--- src/rtl/hazard_ctrl.sv ---
// hazard_ctrl: forwarding-select generation, load-use / data-memory-wait
// stall sequencing, control-flow redirect flushes and saturating performance
// counters for the 5-stage core.
//
// Stage handshake: every *_we output is a per-cycle "advance" enable for the
// pipeline register it names. A register captures new contents only on a
// clock edge where its enable is 1. A *_flush output replaces the captured
// contents with a bubble on that same edge. An enable of 0 with no flush
// holds the register's current contents.
module hazard_ctrl #(
  parameter int LOAD_STALL_CYCLES = 1,
  parameter int CNT_W             = 16
) (
  input  logic             clk,
  input  logic             reset,
  input  logic [4:0]       rs_probe,
  input  logic [4:0]       rt_probe,
  input  logic             id_uses_rs,
  input  logic             id_uses_rt,
  input  logic             ex_reg_write,
  input  logic             ex_mem_read,
  input  logic [4:0]       ex_dst,
  input  logic             mem_reg_write,
  input  logic [4:0]       mem_dst,
  input  logic             wb_reg_write,
  input  logic [4:0]       wb_dst,
  input  logic             jump_taken,
  input  logic             branch_taken,
  input  logic             dmem_req,
  input  logic             dmem_ack,
  output logic [1:0]       ctrl_rs,
  output logic [1:0]       ctrl_rt,
  output logic             if_we,
  output logic             id_we,
  output logic             ex_we,
  output logic             mem_we,
  output logic             id_flush,
  output logic             ex_flush,
  output logic             mem_flush,
  output logic [CNT_W-1:0] stall_cnt,
  output logic [CNT_W-1:0] flush_cnt,
  output logic [1:0]       dbg_state
);

  typedef enum logic [1:0] {
    RUN        = 2'd0,
    LOAD_STALL = 2'd1,
    MEM_WAIT   = 2'd2
  } state_e;

  // Bubbles still owed after the current one; LOAD_STALL_CYCLES is 1..7.
  localparam logic [2:0] BUB_INIT = 3'(LOAD_STALL_CYCLES - 1);

  localparam logic [CNT_W-1:0] CNT_MAX = {CNT_W{1'b1}};

  state_e           state_q, state_d;
  logic [2:0]       bub_q, bub_d;
  logic [CNT_W-1:0] stall_cnt_q, stall_cnt_d;
  logic [CNT_W-1:0] flush_cnt_q, flush_cnt_d;

  logic ex_fwd_ok;
  logic mem_wait;
  logic load_use;
  logic stall_pending;
  logic redirect;

  // A load in EX has no data yet, so it can never be the EX forward source.
  assign ex_fwd_ok = ex_reg_write & ~ex_mem_read;

  // Highest-priority in-flight producer of rs: EX, then MEM, then WB.
  always_comb begin
    ctrl_rs = 2'b00;
    if (rs_probe != 5'd0) begin
      if (ex_fwd_ok && (ex_dst == rs_probe)) begin
        ctrl_rs = 2'b01;
      end else if (mem_reg_write && (mem_dst == rs_probe)) begin
        ctrl_rs = 2'b10;
      end else if (wb_reg_write && (wb_dst == rs_probe)) begin
        ctrl_rs = 2'b11;
      end
    end
  end

  // Highest-priority in-flight producer of rt: EX, then MEM, then WB.
  always_comb begin
    ctrl_rt = 2'b00;
    if (rt_probe != 5'd0) begin
      if (ex_fwd_ok && (ex_dst == rt_probe)) begin
        ctrl_rt = 2'b01;
      end else if (mem_reg_write && (mem_dst == rt_probe)) begin
        ctrl_rt = 2'b10;
      end else if (wb_reg_write && (wb_dst == rt_probe)) begin
        ctrl_rt = 2'b11;
      end
    end
  end

  // Hazard conditions seen this cycle.
  always_comb begin
    mem_wait = dmem_req & ~dmem_ack;
    load_use = ex_mem_read & (ex_dst != 5'd0) &
               ((id_uses_rs & (ex_dst == rs_probe)) |
                (id_uses_rt & (ex_dst == rt_probe)));
    // A wait that preempted a load stall leaves its bubble count frozen,
    // so the remaining bubbles resume once the access completes.
    stall_pending = (state_q == LOAD_STALL) ||
                    ((state_q == MEM_WAIT) && (bub_q != 3'd0));
  end

  // Next-state and stage-control decode, memory wait first, then redirects,
  // then load-use bubbles.
  always_comb begin
    state_d   = state_q;
    bub_d     = bub_q;
    if_we     = 1'b1;
    id_we     = 1'b1;
    ex_we     = 1'b1;
    mem_we    = 1'b1;
    id_flush  = 1'b0;
    ex_flush  = 1'b0;
    mem_flush = 1'b0;
    redirect  = 1'b0;

    if (mem_wait) begin
      // Freeze the whole pipe; redirects wait until the access finishes.
      if_we   = 1'b0;
      id_we   = 1'b0;
      ex_we   = 1'b0;
      mem_we  = 1'b0;
      state_d = MEM_WAIT;
    end else if (branch_taken) begin
      id_flush  = 1'b1;
      ex_flush  = 1'b1;
      mem_flush = 1'b1;
      redirect  = 1'b1;
      state_d   = RUN;
      bub_d     = 3'd0;
    end else if (jump_taken) begin
      id_flush = 1'b1;
      ex_flush = 1'b1;
      redirect = 1'b1;
      state_d  = RUN;
      bub_d    = 3'd0;
    end else if (stall_pending) begin
      if_we    = 1'b0;
      id_we    = 1'b0;
      ex_flush = 1'b1;
      if (bub_q > 3'd1) begin
        state_d = LOAD_STALL;
        bub_d   = bub_q - 3'd1;
      end else begin
        state_d = RUN;
        bub_d   = 3'd0;
      end
    end else if (load_use) begin
      if_we    = 1'b0;
      id_we    = 1'b0;
      ex_flush = 1'b1;
      if (BUB_INIT != 3'd0) begin
        state_d = LOAD_STALL;
        bub_d   = BUB_INIT;
      end else begin
        state_d = RUN;
        bub_d   = 3'd0;
      end
    end else begin
      state_d = RUN;
    end

    // Nothing advances or flushes while reset is held.
    if (!reset) begin
      if_we     = 1'b0;
      id_we     = 1'b0;
      ex_we     = 1'b0;
      mem_we    = 1'b0;
      id_flush  = 1'b0;
      ex_flush  = 1'b0;
      mem_flush = 1'b0;
      redirect  = 1'b0;
    end
  end

  // Saturating event counters: frozen fetch cycles and accepted redirects.
  always_comb begin
    stall_cnt_d = stall_cnt_q;
    flush_cnt_d = flush_cnt_q;
    if (!if_we && (stall_cnt_q != CNT_MAX)) begin
      stall_cnt_d = stall_cnt_q + 1'b1;
    end
    if (redirect && (flush_cnt_q != CNT_MAX)) begin
      flush_cnt_d = flush_cnt_q + 1'b1;
    end
  end

  // State, bubble count and counter registers.
  always_ff @(posedge clk or negedge reset) begin
    if (!reset) begin
      state_q     <= RUN;
      bub_q       <= 3'd0;
      stall_cnt_q <= '0;
      flush_cnt_q <= '0;
    end else begin
      state_q     <= state_d;
      bub_q       <= bub_d;
      stall_cnt_q <= stall_cnt_d;
      flush_cnt_q <= flush_cnt_d;
    end
  end

  assign stall_cnt = stall_cnt_q;
  assign flush_cnt = flush_cnt_q;
  assign dbg_state = state_q;

endmodule

--- config.mk ---
export PLATFORM = sky130hd
export DESIGN_NAME = hazard_ctrl
export DESIGN_NICKNAME = d
export VERILOG_FILES = /design/src/rtl/hazard_ctrl.sv
export SDC_FILE = /design/constraint.sdc
export NUM_CORES = 1
export LEC_CHECK = 0
export ABC_AREA = 1
export CORE_ASPECT_RATIO = 2
export CORE_MARGIN = 1.5
export CORE_UTILIZATION = 40
export CTS_CLUSTER_SIZE = 20
export DETAILED_ROUTE_END_ITERATION = 12
export PLACE_DENSITY_LB_ADDON = 0.3
export SLEW_MARGIN = 25
export SYNTH_ARGS = -nofsm -noshare
export SYNTH_HDL_FRONTEND = slang
export SYNTH_SLANG_ARGS = --single-unit
--- constraint.sdc ---
create_clock -name clk -period 1.7 [get_ports clk]
set_input_delay 0.34 -clock clk [delete_from_list [all_inputs] [get_ports clk]]
set_output_delay 0.34 -clock clk [all_outputs]
set_load 0.05 [all_outputs]
# Yosys cells after proc, flatten, opt, wreduce, memory -nomap -nowiden
# Cells that the tools add are included.
# totals
reg_bits	37
input_bits	37
elab_cells	84
# classes
addsub	3
n_lt_le_gt_ge	1
eq_ne	10
n_mux	39
bitwise	10
reduce_logical	17
# op_table
operator	count
$add 16x1->16 const B	2
$ne 16x16->1 const B	2
$eq 5x5->1	6
$mux 2	12
$mux 1	22
$mux 3	5
$reduce_bool 5->1	3
$logic_and 1x1->1	9
$and 1x1->1	6
$reduce_bool 4->1	1
$gt 3x1->1 const B	1
$not 1->1	3
$reduce_bool 3->1	1
$sub 3x1->3 const B	1
$eq 2x1->1 const B	1
$eq 2x2->1 const B	1
$reduce_and 2->1	1
$logic_not 1->1	1
$logic_or 1x1->1	1
$or 1x1->1	1

# Longest topological paths before layout
# logic_depth
depth_word	12
depth_mapped	12
ltp_nobuf	11

# Worst setup path after synthesis
# OpenSTA, ideal clock, no wires.
# synth_timing
kind	input -> output
startpoint	in dmem_req
endpoint	out if_we
arrival_time_ps	2133
path_slack_ps	-773
cell_stages	9
cell_sequence	inv_1 -> nor2_1 -> inv_2 -> nand2_1 -> nor2_2 -> inv_2 -> buf_1 -> nand2_1 -> buf_4
# synth_between
elab_chain_len	3
# synth_rtl
element	line_no	rtl
from (decl)	29	input logic dmem_req,
$and 1x1->1	100	mem_wait = dmem_req & ~dmem_ack;
via mem_wait	62	logic mem_wait;
$mux 1 (2 in series)	-	
to (decl)	33	output logic if_we,
# The timed path passes the listed nets, and every way through them passes these cells.

# Worst setup path after layout
# layout_timing
startpoint	reg bub_q[1]
endpoint	out ex_flush
# layout_between
elab_chain_len	8
# layout_rtl
element	line_no	rtl
from (decl)	57	logic [2:0] bub_q, bub_d;
from (signal assigned)	204	bub_q <= bub_d;
$reduce_bool 3->1	107	((state_q == MEM_WAIT) && (bub_q != 3'd0));
$logic_and 1x1->1	107	
$logic_or 1x1->1	106	stall_pending = (state_q == LOAD_STALL) ||
$mux 1	144	end else if (stall_pending) begin
$mux 1	138	end else if (jump_taken) begin
$mux 1	131	end else if (branch_taken) begin
$mux 1	124	if (mem_wait) begin
$mux 1	171	if (!reset) begin
to (decl)	38	output logic ex_flush,
# Every way passes these cells.

==> summary.json <==
{
  "critPathCaptureType": {"value": "output pin"},
  "power_density": {"value": 808.9, "unit": "mW/mm²"},
  "final_max_slew_viol_count": {"value": 0},
  "initialDrtViolationCount": {"value": 161},
  "timing.critical_path.from_type": {"value": "flip-flop"},
  "timing.critical_path.required": {"value": 1.36, "unit": "ns"},
  "final_core_util": {"value": 76.00, "unit": "%"},
  "cp_top_family": {"value": "flip-flops"},
  "final_critical_path_share_of_the_clock_period": {"value": 116.1, "unit": "%"},
  "die_h": {"value": 117.9, "unit": "µm"},
  "finalHoldViolations": {"value": 0},
  "min_path_type": {"value": "in2async"},
  "overflow": {"value": 0},
  "post_route_wl": {"value": 9.999, "unit": "mm"},
  "syn2layout_area_growth": {"value": 83.04, "unit": "%"},
  "avgRoutedWirePerCell": {"value": 16.81, "unit": "µm"},
  "grt_pass1_wl": {"value": 14.15, "unit": "mm"},
  "setup_repair_after_global_routing_missed_its_margin": {"value": "true"},
  "max_slew_margin": {"value": 61.74, "unit": "%"},
  "tritoncts": {"value": "built"},
  "fmax": {"value": 0.5067, "unit": "GHz"},
  "setup.worst_path.class": {"value": "reg2out"},
  "track_usage": {"value": 26.61, "unit": "%"},
  "total_power_after_layout": {"value": 0.003911, "unit": "W"},
  "dp_hpwl": {"value": 6.897, "unit": "mm"},
  "antennaDiodeCount": {"value": 0},
  "gp_congestion": {"value": 0.9697},
  "routed_via_density": {"value": 5.277},
  "final_setup_violation_count": {"value": 6},
  "core.rowCount": {"value": 41},
  "timing.max_cap.violations": {"value": 0},
  "clock_tree_root": {"value": "clkbuf_16"},
  "ff2ff_setup_slack": {"value": 0.02, "unit": "ns"},
  "cts.reportedPaths.clkPinSlew": {"value": 0.06, "unit": "ns"},
  "antenna_found_initial": {"value": 0},
  "port-buffer-count": {"value": 81},
  "placed_cells_incl_taps": {"value": 571},
  "num_vias": {"value": 3140},
  "synth_seq_cells": {"value": 37},
  "worst_path_largest_cell_delay": {"value": 0.39, "unit": "ns"},
  "layout_net_count": {"value": 550},
  "cp.arrival": {"value": 1.63, "unit": "ns"},
  "unique_masters_post_synth": {"value": 27},
  "synthesized_area": {"value": 0.002641, "unit": "mm²"},
  "floorplan.core_area": {"value": 0.006361, "unit": "mm²"},
  "synth-warning-count": {"value": 0},
  "clockBufferDepth": {"value": 2},
  "mappedNetlistNets": {"value": 410},
  "floorplan.die_area": {"value": 0.007129, "unit": "mm²"},
  "die_x": {"value": 60.46, "unit": "µm"},
  "stdcell_count": {"value": 595},
  "detailedPlace.worstSlack": {"value": -0.6364, "unit": "ns"},
  "cts_inserted_buffers": {"value": 5},
  "drt_pass1_iterations": {"value": 5},
  "finalCriticalPeriod": {"value": 1.974, "unit": "ns"},
  "insertion_delay_of_the_later_clocked_pin_in_the_worst_skew_pair": {"value": 0.29, "unit": "ns"},
  "reg2reg_depth": {"value": 12},
  "syn-instance-count": {"value": 368},
  "route.antenna.remaining_nets": {"value": 0},
  "drive_above_1_share": {"value": 51.87, "unit": "%"},
  "grt_pass1_vias": {"value": 3065},
  "h-tree-depth": {"value": 2},
  "r2r-start": {"value": "bub_q[1]"},
  "critPathMaxFanout": {"value": 3},
  "cts.sinks": {"value": 37},
  "drcViolationCount": {"value": 0},
  "regToRegEndpoint": {"value": "bub_q[2]"},
  "violated_checks": {"value": "negative setup slack"},
  "worst_ir_drop_vdd": {"value": 0.5350, "unit": "mV"},
  "ys_seq_area_share": {"value": 35.05, "unit": "%"},
  "critPathSlowestCell": {"value": "dfrtp_1"},
  "p_leak": {"value": 2.307, "unit": "nW"},
  "worst-slew-pin-transition": {"value": 0.5695, "unit": "ns"},
  "finClkSkew": {"value": 0.008558, "unit": "ns"},
  "grt_max_degree": {"value": 38},
  "crit_buf_inv": {"value": 3},
  "top_level_ports": {"value": 82},
  "floorplan.initialDensity": {"value": 41.52, "unit": "%"},
  "synthesized_area_divided_by_synthesized_cell_count": {"value": 7.177, "unit": "µm²"},
  "timing.critical_path.cells": {"value": "inv_2 -> ha_1 -> nand2_1 -> nand3_1 -> o21a_2 -> nand3_2 -> nand2_2 -> clkinvlp_4 -> buf_12"},
  "status": {"value": "finished with violations"},
  "ctsHoldBuffers": {"value": 0},
  "layout_setup_ws": {"value": -0.2735, "unit": "ns"}
}
layout by cell type, fill, tap and decap left out, types with 17 or more instances in the layout:
master	instances
buf_4	82
nand4_1	21
buf_12	17
dfrtp_1	24
nand2_1	82
buf_6	21
xor2_1	21
nand2_2	17
nor2_1	19
inv_1	24
per-layer routing:
metal / routed length [µm] / vias to the layer above / GRT usage [%]
met5: 0 / - / 0
li1: - / 1470 / -
met1: 3047 / 1514 / 24.41
met3: 401 / 32 / 3.846
met4: 546 / 0 / 17.53
met2: 6004 / 124 / 49.52
sequential cells by signal (all words and copies together) (netlist names):
| signal | count |
|---|---|
| dbg_state | 2 |
| flush_cnt | 16 |
| stall_cnt | 16 |
| bub_q | 3 |
worst reg2reg max path, cell delays in order, from the launching register on:
cell,delay [ns]
dfrtp_1,0.39
inv_2,0.07
ha_1,0.14
nand2_1,0.05
nand3_1,0.06
o21a_2,0.19
nand3_2,0.10
buf_4,0.15
buf_4,0.13
buf_4,0.14
nand2_4,0.07
nand2_1,0.05
o21ai_1,0.07
cells in the mapped netlist:
cell type,n,area (µm²)
buf_4,4,30.03
ha_1,5,62.56
nand3_4,2,35.03
nand4_1,21,131.4
o21a_1,3,22.52
o22ai_1,6,37.54
nand3_2,1,10.01
nor3_1,10,50.05
xor2_1,25,219.0
a221oi_1,1,8.760
nor2_4,1,11.26
nand3_1,20,100.1
nand2_1,107,401.6
inv_1,42,157.7
buf_2,1,5.000
xnor2_1,13,113.9
dfrtp_1,37,925.9
nor4_1,4,25.02
buf_1,1,3.750
inv_2,9,33.78
o21ai_0,7,35.03
nand2_2,3,18.77
a21oi_1,7,35.03
nor2_1,32,120.1
o2111ai_1,2,17.52
nor2_2,3,18.77
buf_6,1,11.26
metrics by stage:
step / setup TNS, ns / area (µm²) / hold slack (ns)
after global placement: -16.10 / 4005 / 0.4764
final: -0.6669 / 4835 / 0.1971
after CTS: -0.7231 / 4357 / 0.2182
after floorplan: -0.2082 / 2775 / 0.04441
after global routing: -1.549 / 4835 / 0.2479
after detailed placement: -16.36 / 4005 / 0.4883
layout make-up:
cell class / instances / area, µm²
fillers: 470 / 1526
multi-input cells: 274 / 2022
well taps: 86 / 107.6
inverters: 51 / 229.0
clock buffers: 6 / 128.9
repair buffers: 139 / 1366
flip-flops and latches: 37 / 942.2
clock inverters: 2 / 38.79
report_power, final:
part	total [W]	internal (W)	switching (W)	leakage, nW
combinational	0.00166	0.000657	0.00101	1.75
sequential	0.00118	0.00101	0.000166	0.473
clock	0.00107	0.000695	0.000375	0.0810
total	0.00391	0.00236	0.00155	2.31
cell families after synthesis:
family	share of synthesized area, %
and+or+nand+nor	34.91
buffers and inverters	9.142
xor gates and xnor gates	12.60
DFF	35.05
AOI/OAI and AO/OA	5.921
adders and majority gates	2.369
how the worst max path moves through the flow:
stage	from	end	slack (ns)	depth (start not counted)
CTS	bub_q[0]	ex_flush	-0.24	9
global route	bub_q[0]	ex_flush	-0.36	9
global placement	rs_probe[3]	ctrl_rs[0]	-0.64	8
floorplan	dmem_req	if_we	-0.18	9
detailed placement	rs_probe[3]	ctrl_rs[0]	-0.64	8
finish	bub_q[1]	ex_flush	-0.27	9
timing repair:
item	4_1_cts	5_1_grt
gates resized for setup	185	110
pin swaps	36	47
endpoints found under the setup margin	37	41
setup buffers	6	10
gates cloned	0	1
(Power assumes the default switching activity.)
